$ cat src/rtl/instr_encoder.sv
// Packs field-level instruction requests into 16-bit instruction words and streams
// them to instruction memory at sequential addresses through a 4-entry FIFO.
module instr_encoder #(
  parameter int          P_AW       = 8,
  parameter logic [3:0]  P_WRITE_OP = 4'h8
) (
  input  logic            I_clk,
  input  logic            I_reset_n,
  input  logic            I_start,
  input  logic [P_AW-1:0] I_base_addr,
  input  logic [P_AW:0]   I_count,
  input  logic            I_valid,
  output logic            O_ready,
  input  logic [3:0]      I_opcode,
  input  logic [2:0]      I_rD,
  input  logic [2:0]      I_rA,
  input  logic [2:0]      I_rB,
  input  logic            I_mode,
  input  logic [7:0]      I_imm,
  input  logic            I_imm_form,
  output logic            O_we,
  output logic [P_AW-1:0] O_addr,
  output logic [15:0]     O_data,
  input  logic            I_mem_ready,
  output logic            O_busy,
  output logic            O_done,
  output logic            O_error
);

  localparam logic ST_IDLE = 1'b0;
  localparam logic ST_RUN  = 1'b1;

  localparam logic [P_AW-1:0] ADDR_ONE = P_AW'(1);
  localparam logic [P_AW:0]   CNT_ONE  = (P_AW+1)'(1);

  logic            state_q, state_n;
  logic [P_AW-1:0] addr_q, addr_n;
  logic [P_AW:0]   cnt_q, cnt_n, acc_q, acc_n, wrs_q, wrs_n;
  logic [1:0]      wptr_q, wptr_n, rptr_q, rptr_n;
  logic [2:0]      occ_q, occ_n;
  logic [15:0]     fifo_mem [4];

  logic        ready_n, we_n, done_n, err_n;
  logic [15:0] data_n, enc_word;
  logic        hs, misaligned, push, pop;

  // A misaligned WRITE still completes its handshake but never reaches the FIFO.
  assign misaligned = (I_opcode == P_WRITE_OP) && (I_imm[1:0] != 2'b00);
  assign hs         = O_ready && I_valid;
  assign push       = hs && !misaligned;
  assign pop        = O_we && I_mem_ready;

  assign O_addr = addr_q;
  assign O_busy = state_q;

  always_comb begin
    enc_word = {I_opcode, I_rD, I_mode, I_rA, I_rB, 2'b00};
    if (I_opcode == P_WRITE_OP)
      enc_word = {I_opcode, I_imm[7:5], I_mode, I_rA, 2'b00, I_imm[4:2]};
    else if (I_imm_form)
      enc_word = {I_opcode, I_rD, I_mode, I_imm};
  end

  always_comb begin
    // NOTE: every signal gets a default first so no path can infer a latch.
    state_n = state_q;
    addr_n  = addr_q;
    cnt_n   = cnt_q;
    acc_n   = acc_q;
    wrs_n   = wrs_q;
    wptr_n  = wptr_q;
    rptr_n  = rptr_q;
    err_n   = O_error;
    done_n  = 1'b0;
    occ_n   = occ_q + 3'(push) - 3'(pop);

    if (push) begin
      wptr_n = wptr_q + 2'd1;
      acc_n  = acc_q + CNT_ONE;
    end
    if (pop) begin
      rptr_n = rptr_q + 2'd1;
      addr_n = addr_q + ADDR_ONE;
      wrs_n  = wrs_q + CNT_ONE;
    end
    if (hs && misaligned) err_n = 1'b1;

    case (state_q)
      ST_IDLE: begin
        if (I_start) begin
          addr_n = I_base_addr;
          cnt_n  = I_count;
          acc_n  = '0;
          wrs_n  = '0;
          err_n  = 1'b0;
          if (I_count == '0) done_n  = 1'b1;
          else               state_n = ST_RUN;
        end
      end
      default: begin
        if (pop && (wrs_n == cnt_q)) begin
          done_n  = 1'b1;
          state_n = ST_IDLE;
        end
      end
    endcase

    ready_n = (state_n == ST_RUN) && (occ_n != 3'd4) && (acc_n < cnt_n);
    we_n    = (state_n == ST_RUN) && (occ_n != 3'd0);
    // The next head is the incoming word only when the FIFO drains to empty this cycle.
    data_n  = O_data;
    if (we_n)
      data_n = ((occ_q - 3'(pop)) == 3'd0) ? enc_word : fifo_mem[rptr_n];
  end

  // NOTE: the FIFO storage has no reset; occupancy and pointers alone decide what is valid.
  always_ff @(posedge I_clk) begin
    if (push) fifo_mem[wptr_q] <= enc_word;
  end

  // NOTE: sequential state uses non-blocking assignments so all flops update together.
  always_ff @(posedge I_clk or negedge I_reset_n) begin
    if (!I_reset_n) begin
      state_q <= ST_IDLE;
      addr_q  <= '0;
      cnt_q   <= '0;
      acc_q   <= '0;
      wrs_q   <= '0;
      wptr_q  <= '0;
      rptr_q  <= '0;
      occ_q   <= '0;
      O_ready <= 1'b0;
      O_we    <= 1'b0;
      O_data  <= '0;
      O_done  <= 1'b0;
      O_error <= 1'b0;
    end else begin
      state_q <= state_n;
      addr_q  <= addr_n;
      cnt_q   <= cnt_n;
      acc_q   <= acc_n;
      wrs_q   <= wrs_n;
      wptr_q  <= wptr_n;
      rptr_q  <= rptr_n;
      occ_q   <= occ_n;
      O_ready <= ready_n;
      O_we    <= we_n;
      O_data  <= data_n;
      O_done  <= done_n;
      O_error <= err_n;
    end
  end

endmodule

$ cat config.mk
export PLATFORM = sky130hd
export DESIGN_NAME = instr_encoder
export DESIGN_NICKNAME = d
export VERILOG_FILES = /design/src/rtl/instr_encoder.sv
export SDC_FILE = /design/constraint.sdc
export NUM_CORES = 1
export LEC_CHECK = 0
export CORE_MARGIN = 10
export CORE_UTILIZATION = 37
export DETAILED_ROUTE_END_ITERATION = 8
export GPL_ROUTABILITY_DRIVEN = 0
export RECOVER_POWER = 50
export SYNTH_ARGS = -nofsm -noshare
export SYNTH_HDL_FRONTEND = slang
export SYNTH_SLANG_ARGS = --single-unit
$ cat constraint.sdc
create_clock -name I_clk -period 3.4 [get_ports I_clk]
set_input_delay 0.34 -clock I_clk [delete_from_list [all_inputs] [get_ports I_clk]]
set_output_delay 0.34 -clock I_clk [all_outputs]
set_load 0.05 [all_outputs]
==> results.sh <==
export IMPL_outcome="finished with violations"
export IMPL_violations="max-capacitance violations, max-slew violations"
export IMPL_synth_fp_nets=528
export IMPL_worst_slack_ns=0.299
export IMPL_setup_viol=0
export IMPL_antenna_found_initial=0
export IMPL_setup_tns_ns=0
export IMPL_ctsRootBufferMaster="clkbuf_16"
export IMPL_crit_arrival_ns=3.40
export IMPL_finalHoldViolations=0
export IMPL_cap_violations=1
export IMPL_p_leak_nw=3.07
export IMPL_fmax_ghz=0.322
export IMPL_ys_flop_type="edfxtp_1"
export IMPL_clk_pin_slew_ns=0.06
export IMPL_ys_ff_latch=127
export IMPL_reg2reg_depth=10
export IMPL_dieArea_mm2=0.0218
export IMPL_wl_per_cell_um=17.7
export IMPL_clk_path_buf_depth=2
export IMPL_whs_path_depth=3
export IMPL_cts_setup_buffers=0
export IMPL_path_class="in -> reg"
export IMPL_power_w=0.00788
export IMPL_cts_made_buffers=17
export IMPL_syn_area_mm2=0.00602
export IMPL_routed_wl_um=14100
export IMPL_critPathLaunchType="input port"
export IMPL_drt_iter0_markers=158
export IMPL_synth_edff_count=64
export IMPL_diodes=0
export IMPL_area_growth_syn_to_layout_pct=27.9
export IMPL_finalMaxSlewViolations=35
export IMPL_cts_resized=0
export IMPL_synth_cell_types=55
export IMPL_cts_max_level=4
export IMPL_maxSlewHeadroom_pct=-38.4
export IMPL_r2r_start="O_busy$_DFF_PN0_"
export IMPL_vias_per_cell=4.96
export IMPL_netlist_instances=464
export IMPL_layout_cells_most_common="clkdlybuf4s50_1"
export IMPL_rsz0062_at_grt="no"
export IMPL_vias=3940
export IMPL_die_y_um=148
export IMPL_io_pins=74
export IMPL_postSynth_asyncResetShare_pct=49.6
export IMPL_ant_nets=0
export IMPL_rr_endpoint="O_ready$_DFF_PN0_"
export IMPL_drive_gt1_share_pct=15.2
export IMPL_path_max_fanout=16
export IMPL_timing_hold_ws_ns=0.472
export IMPL_drc_errors=0
export IMPL_dpl_hpwl_um=10100
export IMPL_powerDensity_mw_per_mm2=1020
export IMPL_start_util_pct=37.8
export IMPL_gr_total_overflow=0
export IMPL_endpoint_kind="flip-flop"
export IMPL_ys_seq_area_share_pct=58.1
export IMPL_fin_crit_ns=3.10
export IMPL_dp_slack_ns=-0.120
export IMPL_grt_max_degree=35
export IMPL_ctsHoldBuffers=0
export IMPL_nets=630
export IMPL_reg2reg_slack_ns=0.42
export IMPL_grt_pass1_wl_um=22800
export IMPL_irDropWorstVdd_mv=0.484
export IMPL_cts_tree="built"
export IMPL_first_pass_iters=4
export IMPL_timing_final_crit_share_pct=91.2
export IMPL_worstSkewPairLatency_ns=0.43
export IMPL_fin_skew_ns=0.0169
export IMPL_min_from="I_base_addr[4]"
export IMPL_cp_required_ns=3.70
export IMPL_mostFrequentLayoutCells="67 x clkdlybuf4s50_1, 64 x edfxtp_1, 63 x dfrtp_1"
export IMPL_grt_usage_pct=13.4
export IMPL_row_count=46
export IMPL_min_to="O_addr[4]$_DFF_PN0_"
export IMPL_hold_class="in -> reg"
export IMPL_yosysWarnings=0
export IMPL_die_w_um=148
export IMPL_worstMarginPinSlew_ns=2.08
export IMPL_nFillCells=1458
export IMPL_portBuffers=73
export IMPL_cts_sinks=127
export IMPL_synth_avg_cell_area_um2=13.0
export IMPL_first_global_vias=4199
export IMPL_coreArea_mm2=0.0159
==> cell usage after synthesis, types with 8 or more instances <==
library cell / instances / area, um^2
inv_1: 22 / 82.6
mux2_2: 18 / 203
dfrtp_1: 63 / 1580
nor2_1: 30 / 113
xor2_1: 13 / 114
ha_1: 18 / 225
edfxtp_1: 64 / 1920
nand3_1: 12 / 60.1
o21ai_0: 17 / 85.1
xnor2_1: 16 / 140
mux2i_1: 33 / 330
a21oi_1: 12 / 60.1
nand2_1: 43 / 161
clkbuf_1: 8 / 30.0
==> layer usage <==
layer	track usage, %	wire length [um]	up-vias
met4	5.40	194	0
met2	21.8	6910	106
met3	4.24	838	13
met1	16.3	6120	1939
met5	0	0	-
li1	-	-	1882
==> critical path: stages <==
cell and delay [ns]:
clkdlybuf4s50_1 0.43, or2_2 0.31, a21oi_1 0.30, inv_1 0.08
ha_1 0.28, inv_1 0.04, ha_1 0.18, fa_1 0.39
xnor2_1 0.20, nand2b_1 0.13, o211a_1 0.19, buf_12 0.18
mux2_2 0.35
==> worst max-delay path by stage <==
| stage | startpoint | endpoint | cells past startpoint |
|---|---|---|---|
| 2_1_floorplan | O_ready$_DFF_PN0_ | O_data[0]$_DFFE_PN0P_ | 14 |
| 3_3_place_gp | I_imm[0] | O_data[14]$_DFFE_PN0P_ | 13 |
| 3_5_place_dp | I_imm[0] | O_data[7]$_DFFE_PN0P_ | 13 |
| 4_1_cts | I_imm[0] | O_data[8]$_DFFE_PN0P_ | 13 |
| 5_1_grt | I_imm[0] | O_data[8]$_DFFE_PN0P_ | 13 |
| 6_report | I_imm[0] | O_data[8]$_DFFE_PN0P_ | 13 |
==> per-stage QoR <==
stage	area (um^2)	utilization, %	std cells
final	7700	48.3	795
after global routing	7700	48.3	795
after CTS	7740	48.6	795
after detailed placement	7150	44.8	763
after global placement	7150	44.8	763
after floorplan	6020	-	464
==> kinds of logic after synthesis <==
family / after synthesis / share of synthesized area [%]
DFF: 127 / 58.1
muxes: 63 / 12.6
AOI/OAI and AO/OA: 56 / 6.13
adders and majority gates: 19 / 4.07
buffers and inverters: 39 / 3.12
xor gates and xnor gates: 33 / 5.61
and+or+nand+nor: 127 / 10.4
==> state kept, by name, indices dropped and copies added (netlist names), 2 cells and up <==
signal	count
O_addr	8
O_data	16
acc_q	9
cnt_q	9
fifo_mem	64
occ_q	3
rptr_q	2
wptr_q	2
wrs_q	9
==> cell type report <==
cell class / count / area (um^2) / area share, %
Multi-Input combinational cell: 298 / 2350 / 30.5
Clock inverter: 13 / 164 / 2.13
Inverter: 23 / 91.3 / 1.19
Clock buffer: 19 / 433 / 5.62
Timing Repair Buffer: 99 / 895 / 11.6
Tap cell: 216 / 270 / 3.51
Sequential cell: 127 / 3500 / 45.4
==> report_power, final <==
group | leakage, nW | switching, W | internal [W]
logic | 1.45 | 0.00194 | 0.00163
registers | 1.35 | 0.000345 | 0.00212
clock network | 0.276 | 0.000682 | 0.00115
No activity file was read; power rests on OpenSTA's default activity.
